$ cat src/rtl/led_display_pkg.sv
// Shared types and constants for the seven-segment display arbiter.
// Arbiter FSM states, display word width and the default hold time.
package led_display_pkg;

  typedef enum logic [1:0] {
    StIdle,
    StLoad,
    StHold
  } disp_state_e;

  localparam int unsigned DISP_W       = 32;
  localparam int unsigned HOLD_CYC_DEF = 25000000;

endpackage

$ cat src/rtl/led_rr_picker.sv
// Combinational round-robin select: the first set req bit at or after ptr,
// ascending and wrapping at NREQ-1 -> 0.
module led_rr_picker #(
  parameter int unsigned NREQ  = 3,
  parameter int unsigned OWN_W = 2
) (
  input  logic [NREQ-1:0]  req,
  input  logic [OWN_W-1:0] ptr,
  output logic             any,
  output logic [OWN_W-1:0] winner
);

  localparam int unsigned IdxW = (NREQ > 1) ? $clog2(NREQ) : 1;

  int unsigned idx;

  // Scan offsets from farthest to nearest so the closest requester wins last.
  always_comb begin
    any    = |req;
    winner = '0;
    idx    = 0;
    for (int unsigned k = 0; k < NREQ; k++) begin
      idx = 32'(ptr) + (NREQ - 1 - k);
      if (idx >= NREQ) begin
        idx = idx - NREQ;
      end
      if (req[idx[IdxW-1:0]]) begin
        winner = idx[OWN_W-1:0];
      end
    end
  end

endmodule

$ cat src/rtl/led_display_arbiter.sv
// Round-robin arbiter sharing the seven-segment display write port; each load is
// held for HOLD_CYC cycles. Define LED_DISPLAY_ARB_PREEMPT_EN to let requester 0 cut a hold short.
module led_display_arbiter
  import led_display_pkg::*;
#(
  parameter int unsigned NREQ     = 3,
  parameter int unsigned OWN_W    = 2,
  parameter int unsigned HOLD_CYC = HOLD_CYC_DEF
) (
  input  logic                     clk,
  input  logic                     rst,
  input  logic [NREQ-1:0]          req,
  input  logic [DISP_W*NREQ-1:0]   req_data,
  output logic [NREQ-1:0]          ack,
  output logic                     dig_en,
  output logic [DISP_W-1:0]        wdata,
  output logic [OWN_W-1:0]         owner,
  output logic                     busy
);

  disp_state_e       state_q, state_d;
  logic [OWN_W-1:0]  ptr_q, ptr_d;
  logic [OWN_W-1:0]  owner_q, owner_d;
  logic [31:0]       cnt_q, cnt_d;
  logic              dig_en_q, dig_en_d;
  logic              busy_q, busy_d;
  logic [NREQ-1:0]   ack_q, ack_d;
  logic [DISP_W-1:0] wdata_q, wdata_d;

  logic              rr_any, preempt, grant, hold_done;
  logic [OWN_W-1:0]  rr_winner, grant_idx;
  logic [DISP_W-1:0] req_word [NREQ];

  for (genvar i = 0; i < NREQ; i++) begin : g_word
    assign req_word[i] = req_data[DISP_W*i +: DISP_W];
  end

  led_rr_picker #(
    .NREQ  (NREQ),
    .OWN_W (OWN_W)
  ) u_picker (
    .req    (req),
    .ptr    (ptr_q),
    .any    (rr_any),
    .winner (rr_winner)
  );

`ifdef LED_DISPLAY_ARB_PREEMPT_EN
  assign preempt = (state_q == StHold) && req[0] && (owner_q != '0);
`else
  assign preempt = 1'b0;
`endif

  assign hold_done = (cnt_q == HOLD_CYC - 1);
  assign grant     = ((state_q == StIdle) && rr_any) || preempt;
  assign grant_idx = preempt ? '0 : rr_winner;

  always_ff @(posedge clk) begin
    if (rst) begin
      state_q  <= StIdle;
      ptr_q    <= '0;
      owner_q  <= '0;
      cnt_q    <= '0;
      dig_en_q <= 1'b0;
      busy_q   <= 1'b0;
      ack_q    <= '0;
      wdata_q  <= '0;
    end else begin
      state_q  <= state_d;
      ptr_q    <= ptr_d;
      owner_q  <= owner_d;
      cnt_q    <= cnt_d;
      dig_en_q <= dig_en_d;
      busy_q   <= busy_d;
      ack_q    <= ack_d;
      wdata_q  <= wdata_d;
    end
  end

  always_comb begin
    state_d = state_q;
    cnt_d   = cnt_q;
    ptr_d   = ptr_q;
    case (state_q)
      StIdle: begin
        if (grant) state_d = StLoad;
      end
      StLoad: begin
        state_d = StHold;
        cnt_d   = '0;
        ptr_d   = (owner_q == OWN_W'(NREQ - 1)) ? '0 : owner_q + OWN_W'(1);
      end
      StHold: begin
        if (preempt) begin
          state_d = StLoad;
        end else if (hold_done) begin
          state_d = StIdle;
        end else begin
          cnt_d = cnt_q + 32'd1;
        end
      end
      default: state_d = StIdle;
    endcase
  end

  // Output registers load on the edge entering LOAD, so they line up with that state.
  always_comb begin
    dig_en_d = grant;
    busy_d   = (state_d != StIdle);
    ack_d    = '0;
    wdata_d  = wdata_q;
    owner_d  = owner_q;
    if (grant) begin
      ack_d[grant_idx] = 1'b1;
      wdata_d          = req_word[grant_idx];
      owner_d          = grant_idx;
    end
  end

  assign ack    = ack_q;
  assign dig_en = dig_en_q;
  assign wdata  = wdata_q;
  assign owner  = owner_q;
  assign busy   = busy_q;

endmodule

$ cat config.mk
export PLATFORM = sky130hd
export DESIGN_NAME = led_display_arbiter
export DESIGN_NICKNAME = d
export VERILOG_FILES = /design/src/rtl/led_display_pkg.sv /design/src/rtl/led_rr_picker.sv /design/src/rtl/led_display_arbiter.sv
export SDC_FILE = /design/constraint.sdc
export NUM_CORES = 1
export LEC_CHECK = 0
export BUFFER_PORTS_ARGS = -buffer_cell sky130_fd_sc_hd__buf_2
export CAP_MARGIN = 20
export CELL_PAD_IN_SITES_DETAIL_PLACEMENT = 1
export CELL_PAD_IN_SITES_GLOBAL_PLACEMENT = 2
export CORE_ASPECT_RATIO = 2
export CORE_MARGIN = 3
export CORE_UTILIZATION = 29
export CTS_BUF_LIST = sky130_fd_sc_hd__clkbuf_8
export CTS_CLUSTER_DIAMETER = 60
export DETAILED_ROUTE_END_ITERATION = 8
export PLACE_DENSITY_LB_ADDON = 0.05
export SLEW_MARGIN = 20
export SYNTH_ARGS = -nofsm -noshare
export SYNTH_HDL_FRONTEND = slang
export SYNTH_HIERARCHICAL = 1
export SYNTH_SLANG_ARGS = --single-unit
$ cat constraint.sdc
create_clock -name clk -period 3.2 [get_ports clk]
set_clock_uncertainty 0.2 [all_clocks]
set_input_delay 0.64 -clock clk [delete_from_list [all_inputs] [get_ports clk]]
set_output_delay 0.64 -clock clk [all_outputs]
set_load 0.005 [all_outputs]
# After elaboration in Yosys (flattened, before gate mapping)
# Cells that the tools add are included.
# op_classes
n_addsub,7
magnitude_cmp,9
eq_ne,5
muxes,23
n_bitwise,2
n_reduce_logical,8
# op_table
cell,n
$mux W32,3
$bmux W32 S2,1
$pmux W32 S2,1
$add A32 B1 Y32 const B,1
$eq A32 B25 Y1 const B,1
$mux W2,9
$lt A2 B3 Y1 const B,4
$bmux W1 S2,3
$ge A3 B2 Y1 const B,2
$pmux W2 S3,1
$sub A2 B2 Y2 const B,3
$eq A2 B2 Y1 const B,2
$mux W1,4
$reduce_bool A2 Y1,2
$add A2 B1 Y3 const B,1
$add A2 B2 Y3 const B,1
$ge A3 B3 Y1 const B,1
$not A2 Y3,1
$reduce_or A3 Y1,1
$add A2 B1 Y2 const B,1
$demux W1 S2,1
$eq A2 B1 Y1 const B,1
$ge A2 B1 Y1 const B,1
$ge A2 B2 Y1 const B,1
6 further kinds,7
# totals
ff_bits,75
out_inout_bits,39
wordCells,62

# Depth between registers and ports, before layout
# depth
depth_word,12
mapped_depth,11
mapped_depth_nobuf,9

# Hierarchy
# Netlist, hierarchy kept.
# modules_own_cells
mod,n_inst,cells_per_inst,area_each_um2,seq_area_each_um2
led_display_arbiter,1,460,3816.2,1501.4
led_rr_picker,1,20,150.1,0.0

# Worst setup path after synthesis
# No wires, ideal clock.
# synth_timing
path_kind,reg-to-reg
start,register ptr_q[0]
end,register wdata_q[0] (netlist: wdata[0])
setup_ps,132
arrival_ps,2565
required_ps,2868
path_slack_ps,303
path_stages_with_launch,11
period_less_slack_ps,2897
path_cell_list,dfxtp_1 -> inv_1 -> ha_1 -> a21o_1 -> a221oi_1 -> clkbuf_1 -> buf_1 -> mux2i_1 -> nor2_1 -> a211oi_1 -> nor3_1
# synth_via
elab_chain_len,12
word_cells_on_any_way,24
# synth_lines
item,line,source
start: declaration,led_display_arbiter.sv:22,"logic [OWN_W-1:0] ptr_q, ptr_d;"
start signal: assignment,led_display_arbiter.sv:70,ptr_q <= ptr_d;
$add A2 B2 Y3,led_rr_picker.sv:23,idx = 32'(ptr) + (NREQ - 1 - k);
$ge A3 B2 Y1 or $sub A2 B2 Y2 (tied branches),"led_rr_picker.sv:24, led_rr_picker.sv:25",
$mux W2,led_rr_picker.sv:24,if (idx >= NREQ) begin
$bmux W1 S2,led_rr_picker.sv:27,if (req[idx[IdxW-1:0]]) begin
$mux W1 (not written as such),led_rr_picker.sv:27,
$mux W2 (2 in series),led_rr_picker.sv:27,
$mux W2 *,led_rr_picker.sv:27,
via grant_idx[0],led_display_arbiter.sv:31,"logic [OWN_W-1:0] rr_winner, grant_idx;"
$not A2 Y3 (not written as such) *,led_display_arbiter.sv:115,wdata_d = req_word[grant_idx];
$bmux W32 S2 *,led_display_arbiter.sv:115,
$mux W32 (not written as such) * (2 in series),led_display_arbiter.sv:115,
end signal: assignment,led_display_arbiter.sv:76,wdata_q <= wdata_d;
end: declaration,led_display_arbiter.sv:28,"logic [DISP_W-1:0] wdata_q, wdata_d;"
# Mark *: on every way through the listed nets, which the timed path passes. The rest lies on a longest branch. The select of a mux whose other input is x is not followed.
# A chain may end at the register's enable or synchronous reset.

# Worst setup path after layout
# layout_timing
start,register ptr_q[1]
end,register wdata_q[2] (netlist: wdata[2])
# Same word-level chain as after synthesis.

==> summary.txt <==
Status
  – Status: finished, final reports clean

Synthesis
  – Avg Inst Size Synth: 8.26 um^2
  – Yosys warnings: 6
  – Top cells by area, synth: dfxtp_1, mux2i_1, nor2_1, a211oi_1, nor3_1
  – Syn Nets: 585
  – Top post-synthesis cells by count: nor2_1, dfxtp_1, nor3_1
  – Main flop type after synthesis: dfxtp_1
  – Yosys top cell area share: 37.9%
  – Post-synth EDFFs: 0
  – FF+latch count, synth: 75
  – Distinct cells, synth: 53
  – Synth async-reset ratio: 0%
  – Seq/Total Area, Yosys: 37.9%
  – Count leader, synth: nor2_1
  – Post-Synthesis Cells: 480
  – Cell area after synthesis: 3970 um^2
  – Post-synth top area cell: dfxtp_1

Worst setup path
  – CP arrival: 2.72 ns
  – Critical Path RT: 3.22 ns
  – Crit-path max cell delay: 0.39 ns
  – Worst path cell trace: inv_1 > ha_1 > nand2b_1 > o21ai_0 > a221oi_4 > buf_4 > mux2i_1 > nor2_1 > a211oi_1 > nor3_1
  – Worst setup SP type: register
  – R2R depth: 10
  – Crit path max-delay cell type: buf_4
  – Setup CP Type: register to register
  – Maximum fanout along the worst path: 23
  – Crit end category: register

Cells and area
  – Multi-input logic area: 2290 um^2
  – Register Area: 1500 um^2
  – Proportion of layout cells with a drive suffix above 1: 30.1%
  – # fillers: 1657
  – Syn-to-layout area delta: 26.9%
  – ANT cells: 0
  – NumNets Final: 711

Routing
  – Routed WL: 14000 um
  – Vias per inst: 5.41
  – Antenna Nets Post-Route: 0
  – Drt first pass iters: 4
  – DR vias: 4130
  – Drt drc: 0
  – Initial DRC Count: 131
  – WL/cell: 18.3 um

Global routing
  – Gr ovfl total: 0
  – Antenna violations before repair: 0
  – GR Util All Layers: 19.2%
  – Largest net degree at the start of global routing: 40
  – Vias in the first global route: 4415
  – First-pass GRT wire length: 22600 um

Place
  – Placer Congestion: 0.791
  – PortBufs: 139
  – Pre-CTS WS: 0.481 ns
  – Post-DP HPWL: 10800 um

Die
  – Core Box Area: 13200 um^2
  – I/O pin cnt: 140
  – Die X: 88.7 um
  – Die area: 15200 um^2
  – Die height: 171 um
  – Row cnt: 59
  – Initial Utilization: 30.0%

Timing
  – Final setup violating endpoints: 0
  – Fin crit period: 2.69 ns
  – Unrepaired setup endpoints after global routing: no
  – Final Hold Vio Count: 0
  – Final hold slack: 0.277 ns
  – Setup_tns: 0 ns
  – Worst-margin pin slew: 0.649 ns
  – Worst slew margin relative to its limit: 56.8%
  – Setup ws final: 0.506 ns
  – Period utilization: 84.2%
  – Fin. max-slew vios: 0
  – Fmax: 371 MHz

Pwr
  – Power per cell area: 483 nW/um^2
  – VDD IR max: 0.155 mV
  – Leakage: 2.06 nW

CTS
  – Latest clock arrival within the worst-skew pair: 0.35 ns
  – CTS H-Tree Depth: 3
  – Hold buffers post-CTS: 0
  – Setup Buffers After CTS: 0
  – CTS tree: built
  – CTS root buf: clkbuf_8
  – Clk slew on worst S/H paths: 0.09 ns
  – CTS Buf Count: 9
  – CTS max path bufs: 2
  – # resized after CTS: 0
  – CTS Sinks: 75

Worst hold path
  – Hold Path Depth: 1
  – Worst Hold Class: register to register

Flow run
  – Max-cap viol count: 0
[worst max-delay path: cells and delay by family (launching register included)]
kind,cells,cell delay (ns)
DFF,1,0.35
buffers and inverters,2,0.47
muxes,1,0.23
adders and majority gates,1,0.33
AOI/OAI and AO/OA,3,0.69
and+or+nand+nor,3,0.31
[power breakdown]
| part | total (W) | internal [W] | switching [W] |
|---|---|---|---|
| combinational | 0.000632 | 0.000272 | 0.000360 |
| clock | 0.000738 | 0.000375 | 0.000363 |
| sequential | 0.00106 | 0.00101 | 0.0000458 |
| total | 0.00243 | 0.00166 | 0.000769 |
[metal layers]
layer | track usage (%) | part of all wire (%) | vias up
li1 | - | - | 2016
met1 | 19.5 | 34 | 1988
met2 | 36.7 | 58 | 102
met3 | 4.36 | 4.7 | 24
met4 | 7.11 | 2.6 | 0
met5 | 0 | 0 | -
[final timing paths]
kind / slack, ns / to / startpoint
min: 0.28 / cnt_q[21] / cnt_q[21]
max: 0.51 / wdata[2] / ptr_q[1]
max reg2reg: 0.51 / wdata[2] / ptr_q[1]
min reg2reg: 0.28 / cnt_q[21] / cnt_q[21]
[flip-flops by register name, summed over array words and instances (netlist names)]
| signal | count |
|---|---|
| dig_en | 1 |
| wdata | 32 |
| ack | 3 |
| cnt_q | 32 |
| ptr_q | 2 |
| state_q | 2 |
| busy | 1 |
| owner | 2 |
[final cells by class]
type	instances	area share [%]
repair buffers	151	16.4
multi-input cells	360	45.6
clock inverters	6	1.09
inverters	9	0.671
clock buffers	10	2.73
well taps	152	3.78
flip-flops and latches	75	29.8
[through the flow]
step	cell area (um^2)	cells	power [W]	util, %
after global placement	4840	747	0.00172	36.6
after global routing	5030	763	0.00261	38.1
after floorplan	3970	480	0.00146	-
after CTS	5030	763	0.00248	38.1
after detailed placement	4840	747	0.00173	36.6
final	5030	763	0.00243	38.1
[cells by family (layout without fill, tap and decap cells)]
family | Yosys count | in the layout | share of synthesized area, %
simple gates | 221 | 221 | 28.0
mux | 36 | 36 | 9.12
compound gates | 99 | 99 | 18.5
buf+inv | 45 | 176 | 5.27
flops | 75 | 75 | 37.9
fa+ha+maj | 4 | 4 | 1.26
[cell usage in the layout (no fill, tap or decap), drive strengths merged, types with 9 or more instances in the layout]
master and count:
inv 9, a21oi 19, mux2i 35, a211oi 32, clkbuf 10, nand2 26
dfxtp 75, nor3 39, nor2 78, nand3 16, buf 151, or4 13
(Power assumes the default switching activity.)
